$ cat config.mk
export PLATFORM = sky130hd
export DESIGN_NAME = gate2_tester
export DESIGN_NICKNAME = d
export VERILOG_FILES = /design/src/rtl/gate2_pkg.sv /design/src/rtl/gate2_ref.sv /design/src/rtl/gate2_tester.sv
export SDC_FILE = /design/constraint.sdc
export NUM_CORES = 1
export LEC_CHECK = 0
export CAP_MARGIN = 15
export CORE_MARGIN = 5
export CORE_UTILIZATION = 40
export CTS_CLUSTER_DIAMETER = 30
export DETAILED_ROUTE_END_ITERATION = 7
export GPL_TIMING_DRIVEN = 0
export PLACE_DENSITY = 0.74
export SETUP_SLACK_MARGIN = 0.2
export SLEW_MARGIN = 20
export SYNTH_ARGS = -nofsm -noshare
export SYNTH_HDL_FRONTEND = slang
export SYNTH_SLANG_ARGS = --single-unit
$ cat constraint.sdc
create_clock -name clk -period 3.63 [get_ports clk]
set_input_delay 0.726 -clock clk [delete_from_list [all_inputs] [get_ports clk]]
set_output_delay 0.726 -clock clk [all_outputs]
set_load 0.05 [all_outputs]
$ cat src/rtl/gate2_pkg.sv
// Shared definitions for the gate2 self-test: FSM states, z bit positions and the
// golden truth table for the four input vectors.
package gate2_pkg;

  localparam int Z_W    = 6;
  localparam int Z_AND  = 0;
  localparam int Z_NAND = 1;
  localparam int Z_OR   = 2;
  localparam int Z_NOR  = 3;
  localparam int Z_XOR  = 4;
  localparam int Z_XNOR = 5;

  typedef enum logic [1:0] {
    ST_IDLE  = 2'd0,
    ST_APPLY = 2'd1,
    ST_DONE  = 2'd2
  } state_t;

  // Vector index is {a,b}; result packed {XNOR,XOR,NOR,OR,NAND,AND}.
  function automatic logic [Z_W-1:0] expected_z(input logic [1:0] vec);
    logic [Z_W-1:0] e;
    case (vec)
      2'd0:    e = 6'b101010;
      2'd1:    e = 6'b010110;
      2'd2:    e = 6'b010110;
      default: e = 6'b100101;
    endcase
    return e;
  endfunction

endpackage

$ cat src/rtl/gate2_ref.sv
// Golden gate2 model: applied vector {a,b} -> six expected gate outputs.
// Purely combinational, zero latency, no flow control.
module gate2_ref
  import gate2_pkg::*;
(
  input  logic [1:0]     idx,
  output logic [Z_W-1:0] exp_z
);

  assign exp_z = expected_z(idx);

endmodule

$ cat src/rtl/gate2_tester.sv
// Self-test sequencer for gate2: walks {a,b} through 00..11, DWELL cycles per vector,
// then reports pass/fail masks 4*DWELL edges after start; start during a run is ignored.
module gate2_tester
  import gate2_pkg::*;
#(
  parameter int DWELL = 4
) (
  input  logic           clk,
  input  logic           rst,
  input  logic           start,
  input  logic           abort,
  output logic           a,
  output logic           b,
  input  logic [Z_W-1:0] z,
  output logic           busy,
  output logic           done,
  output logic           pass,
  output logic [3:0]     fail_mask,
  output logic [Z_W-1:0] err_bits
);

  localparam int CNT_W = (DWELL > 1) ? $clog2(DWELL) : 1;
  localparam logic [CNT_W-1:0] CNT_MAX = CNT_W'(DWELL - 1);

  state_t           state;
  logic [1:0]       idx;
  logic [CNT_W-1:0] cnt;
  logic [Z_W-1:0]   exp_z;
  logic [Z_W-1:0]   diff;
  logic [3:0]       mask_next;

  gate2_ref u_ref (
    .idx   (idx),
    .exp_z (exp_z)
  );

  assign diff = z ^ exp_z;

  always_comb begin
    mask_next      = fail_mask;
    mask_next[idx] = |diff;
  end

  always_ff @(posedge clk or posedge rst) begin
    if (rst) begin
      state     <= ST_IDLE;
      idx       <= 2'd0;
      cnt       <= '0;
      a         <= 1'b0;
      b         <= 1'b0;
      busy      <= 1'b0;
      done      <= 1'b0;
      pass      <= 1'b0;
      fail_mask <= 4'd0;
      err_bits  <= '0;
    end else if (abort) begin
      state     <= ST_IDLE;
      idx       <= 2'd0;
      cnt       <= '0;
      a         <= 1'b0;
      b         <= 1'b0;
      busy      <= 1'b0;
      done      <= 1'b0;
      pass      <= 1'b0;
      fail_mask <= 4'd0;
      err_bits  <= '0;
    end else begin
      case (state)
        ST_IDLE, ST_DONE: begin
          // Results from a finished run stay visible until the next start.
          if (start) begin
            state     <= ST_APPLY;
            idx       <= 2'd0;
            cnt       <= '0;
            a         <= 1'b0;
            b         <= 1'b0;
            busy      <= 1'b1;
            done      <= 1'b0;
            pass      <= 1'b0;
            fail_mask <= 4'd0;
            err_bits  <= '0;
          end
        end
        ST_APPLY: begin
          if (cnt == CNT_MAX) begin
            cnt       <= '0;
            err_bits  <= err_bits | diff;
            fail_mask <= mask_next;
            if (idx == 2'd3) begin
              state <= ST_DONE;
              a     <= 1'b0;
              b     <= 1'b0;
              busy  <= 1'b0;
              done  <= 1'b1;
              pass  <= (mask_next == 4'd0);
            end else begin
              idx    <= idx + 2'd1;
              {a, b} <= idx + 2'd1;
            end
          end else begin
            cnt <= cnt + 1'b1;
          end
        end
        default: state <= ST_IDLE;
      endcase
    end
  end

endmodule

# Yosys cells after proc, flatten, opt, wreduce, memory -nomap -nowiden
# Cells that the tools add are included.
[classes]
add_sub_neg = 2
n_mul = 0
n_div = 0
n_lt_le_gt_ge = 2
eq_ne = 10
shift = 0
muxes = 47
n_bitwise = 2
n_reduce_logical = 13
[op_table]
columns = ["operator", "n"]
rows = [
  ["one-hot mux 6 bit (2 select lines)", 2],
  ["two-way mux 2 bit", 10],
  ["two-way mux 1 bit", 18],
  ["two-way mux 6 bit", 3],
  ["two-way mux 4 bit", 3],
  ["!= test 3 bit (second input constant)", 4],
  ["one-hot mux 2 bit (2 select lines)", 3],
  ["one-hot mux 1 bit (2 select lines)", 5],
  ["equality test 2 bit (second input constant)", 4],
  ["one-hot mux 4 bit (2 select lines)", 1],
  ["AND reduction 4 bit", 2],
  ["OR 6 bit", 1],
  ["AND reduction 3 bit", 2],
  ["OR reduction 6 bit", 1],
  ["XOR 6 bit", 1],
  ["adder 2 x 1 -> 2 bit (second input constant)", 2],
  ["bitwise mux 4 bit", 1],
  ["equality test 2 x 1 -> 1 bit (second input constant)", 2],
  ["zero test 2 bit", 2],
  ["zero test 4 bit", 1],
  ["OR reduction 2 bit", 2],
  ["less-than comparator 2 x 3 -> 1 bit (second input constant)", 1],
  ["nonzero test 3 bit", 1],
  ["demux 1 bit (select 2 bit)", 1],
  ["3 further kinds", 3],
]
[word_totals]
ff_bits = 21
latch_bits = 0
mem_bits_rw = 0
romBits = 0
out_inout_bits = 15
mem_count = 0

# Depth between registers and ports, before layout
[logic_depth]
word_depth = 11
ltp_mapped = 7
mapped_depth_nobuf = 6

# Modules after synthesis
# Synthesis repeated with hierarchy kept, for this count alone.
[unflattened]
cells_unflattened = 115
area_unflattened_um2 = 1152.4
[modules_own_cells]
columns = ["mod", "instances", "cells_each", "area_each_um2"]
rows = [
  ["gate2_tester", 1, 106, 1083.5],
  ["gate2_ref", 1, 9, 68.8],
]

# Worst setup path before layout
# OpenSTA, ideal clock, no wires.
[synth_timing]
path_type = "register to register"
start = "register idx[0]"
end = "register pass"
setup_time_ps = 122
arrival_ps = 1460
t_required_ps = 3508
path_slack_ps = 2048
path_stages_with_launch = 8
path_buffers = 1
period_less_slack_ps = 1582
path_cell_list = "dfrtp_1 > inv_1 > ha_1 > buf_1 > nand2_1 > o22ai_1 > and2_4 > a32o_1"
[synth_via]
elab_chain_len = 11
word_cells_on_any_way = 21
cone_classes = "order compare (2); eq/ne (4); mux (8); bitwise (1); reduce/logical (6)"
[synth_rtl]
columns = ["item", "line", "rtl"]
rows = [
  ["start: declaration", "gate2_tester.sv:26", "logic [1:0] idx;"],
  ["start signal: assignment", "gate2_tester.sv:97", "idx <= idx + 2'd1;"],
  ["equality test 2 x 1 -> 1 bit or equality test 2 bit (tied branches)", "gate2_pkg.sv:22", "case (vec)"],
  ["OR reduction 2 bit (no source line)", "n/a", ""],
  ["one-hot mux 6 bit (2 select lines)", "gate2_pkg.sv:22", ""],
  ["XOR 6 bit", "gate2_tester.sv:37", "assign diff = z ^ exp_z;"],
  ["OR reduction 6 bit", "gate2_tester.sv:41", "mask_next[idx] = |diff;"],
  ["bitwise mux 4 bit", "gate2_tester.sv:41", ""],
  ["zero test 4 bit", "gate2_tester.sv:95", "pass <= (mask_next == 4'd0);"],
  ["two-way mux 1 bit", "gate2_tester.sv:89", "if (idx == 2'd3) begin"],
  ["two-way mux 1 bit", "gate2_tester.sv:85", "if (cnt == CNT_MAX) begin"],
  ["one-hot mux 1 bit (2 select lines)", "gate2_tester.sv:68", "case (state)"],
  ["two-way mux 1 bit", "gate2_tester.sv:56", "end else if (abort) begin"],
  ["end signal: assignment", "gate2_tester.sv:95", ""],
  ["end: declaration", "gate2_tester.sv:17", "output logic pass,"],
]
# Several ways; a longest one is shown, not always the timed one. The select of a mux whose other input is x is not followed.
# A chain may end at the register's enable or synchronous reset.

# Worst setup path in the final report
[layout_timing]
start = "register fail_mask[2]"
end = "output port fail_mask[2]"
[layout_lines]
columns = ["item", "line", "rtl"]
rows = [
  ["start: declaration", "gate2_tester.sv:18", "output logic [3:0] fail_mask,"],
  ["start signal: assignment", "gate2_tester.sv:88", "fail_mask <= mask_next;"],
]
# No word-level cell between the ends.

==> results.cfg <==
[finish]
layout_common_cells = clkdlybuf4s50_1, dfrtp_1, a21oi_1, nor2_1, nand2_1
fin_area_um2 = 1465
post-route-util_pct = 52.68
final_common_cell = clkdlybuf4s50_1
finalNetCount = 160
num_antenna_cells = 0
areaGrowthSynthToFinish_pct = 25.24
final_layout_size_suffix_gt1_share_pct = 10.56

[logic_synthesis]
synth.mux.area_fraction_pct = 0.9626
synth-simple-area-share_pct = 19.04
synthFlopType = dfrtp_1
yosysSeqAreaShare_pct = 44.92
synthAdderAreaFrac_pct = 7.487
syn-num-nets = 132
synth_seq_cells = 21
yosys_warnings = 0
synth_area_leaders = dfrtp_1, ha_1, a21oi_1
ys_types = 34
synth_top_family_by_area = simple AND/OR/NAND/NOR gates
async_flop_share_pct = 100.0
avgSynthCellArea_um2 = 10.17
synth_compound_gate_area_share_pct = 17.65
synth_cells = 115
synth.largest_area_cell = dfrtp_1
synth-edff-count = 0
synth_area_um2 = 1170
synth-xor-area-share_pct = 4.492
synth_top_area_share_pct = 44.92

[hold_path]
hold_path_depth = 1
worstHoldPathType = reg2reg

[setup_path]
required_ps = 2900
critPathMaxStageDelay_ps = 810
critPathTopFamily = buffers and inverters
critPathKind = reg2out
cp.depth = 1
cp-start-kind = flip-flop
worstPathArrival_ps = 1510
cp_max_fo = 3
critPathSlowestCell = clkdlybuf4s50_1
critPathCaptureType = output pin
rr_worst_depth = 7
worst-path-buf-inv = 1
cp_cell_sequence = clkdlybuf4s50_1
rrSetupSlack_ps = 1810

[sta]
fmax_mhz = 446.4
fin_crit_ps = 2240
slew_headroom_pct = 46.96
skew_ps = 1.970
setup_violations = 0
rsz0062_at_grt = false
tns_ps = 0
finalHoldViolCount = 0
tightest_slew_ps = 794.7
drv_slew = 0
fin_crit_sh_pct = 61.71

[global_routing]
first_global_vias = 965
overflow = 0
track_usage_pct = 12.82
antenna_found_initial = 0
grt_max_degree = 22
grt_first_pass_wirelength_um = 4291

[clock_network]
cts_resized = 0
htree_levels = 1
cts_tree = built
cts_sinks = 21
post_cts_buffers = 0
hold_buffers = 0
clock_latency_ps = 300
clockBufferDepth = 2
cts_buffers = 3
ctsRootBufferMaster = clkbuf_4
path_clk_slew_ps = 120

[die]
rows = 19
io_pins = 25
die_h_um = 64.08
dieArea_um2 = 4106
die_w_um = 64.08
start_util_pct = 42.06
core_um2 = 2781

[route]
vias = 899
drt_iter0_drc = 19
drc_errors = 0
first_pass_iters = 4
ant_nets = 0
wirelength_um = 2342
viasPerCell = 5.197
wl_per_cell_um = 13.54

[place]
place_area_um2 = 1439
place_hpwl_um = 1779
port-buffer-count = 23
place.gp.congestion = 0.7555

[pwr]
leakage_nw = 0.6833
ir_drop_uv = 202.8
power_density_nw_per_um2 = 302.4
power_uw = 443.1

[run]
cap_violations = 0

[run_status]
status = finished clean
routing by layer:
layer | wire, um | track usage, % | vias to the layer above
met5 | 0 | 0 | -
met3 | 90 | 2.102 | 4
met1 | 1072 | 16.32 | 431
met4 | 34 | 5.455 | 0
li1 | - | - | 448
met2 | 1145 | 21.36 | 16
worst paths after layout:
kind	start	end
min reg2reg	b$_DFFE_PP0P_	b$_DFFE_PP0P_
min	b$_DFFE_PP0P_	b$_DFFE_PP0P_
max	fail_mask[2]$_DFFE_PP0P_	fail_mask[2]
max in group asynchronous	rst	fail_mask[1]$_DFFE_PP0P_
min in group asynchronous	rst	b$_DFFE_PP0P_
max reg2reg	idx[0]$_DFFE_PP0P_	pass$_DFFE_PP0P_
kinds of logic after synthesis:
group / after synthesis
xor gates and xnor gates: 6
AOI/OAI and AO/OA: 32
DFF: 21
muxes: 1
adders and majority gates: 7
buffers and inverters: 11
and+or+nand+nor: 37
sequential cells by signal, indices dropped and copies added (netlist names):
register / flops
done: 1
fail_mask: 4
idx: 2
pass: 1
err_bits: 6
busy: 1
state: 2
a: 1
cnt: 2
b: 1
final cells by class:
type / instances / area [um2]
fill: 264 / 1316
multi-input combinational: 83 / 580.6
sequential: 21 / 525.5
timing repair buffer: 23 / 230.2
buffer: 5 / 41.29
tap: 31 / 38.79
clock buffer: 4 / 26.28
inverter: 6 / 22.52
through the flow:
stage | setup WS (ps) | hold WS [ps] | cells
6_report | 1390 | 505.2 | 173
5_1_grt | 1330 | 534.6 | 173
4_1_cts | 1385 | 508.6 | 173
3_5_place_dp | 1443 | 476.8 | 169
3_3_place_gp | 1465 | 466.0 | 169
2_1_floorplan | 2048 | 539.5 | 115
cell usage after synthesis (2+ instances only):
master     number
o21ai_0         2
nor2_1         11
dfrtp_1        21
xnor2_1         3
nor3b_1         3
inv_1           6
buf_4           2
buf_6           2
o2bb2ai_1       4
nand2b_1        4
nand2_1         9
a21o_1          3
xor2_1          3
ha_1            7
o21ai_1         4
a22o_1          2
a21oi_1        12
where the power goes:
part | internal (mW) | total (mW) | switching, mW
registers | 0.241 | 0.246 | 0.00448
clock network | 0.0429 | 0.114 | 0.0715
logic | 0.0338 | 0.0831 | 0.0493
No activity file was read; power rests on OpenSTA's default activity.
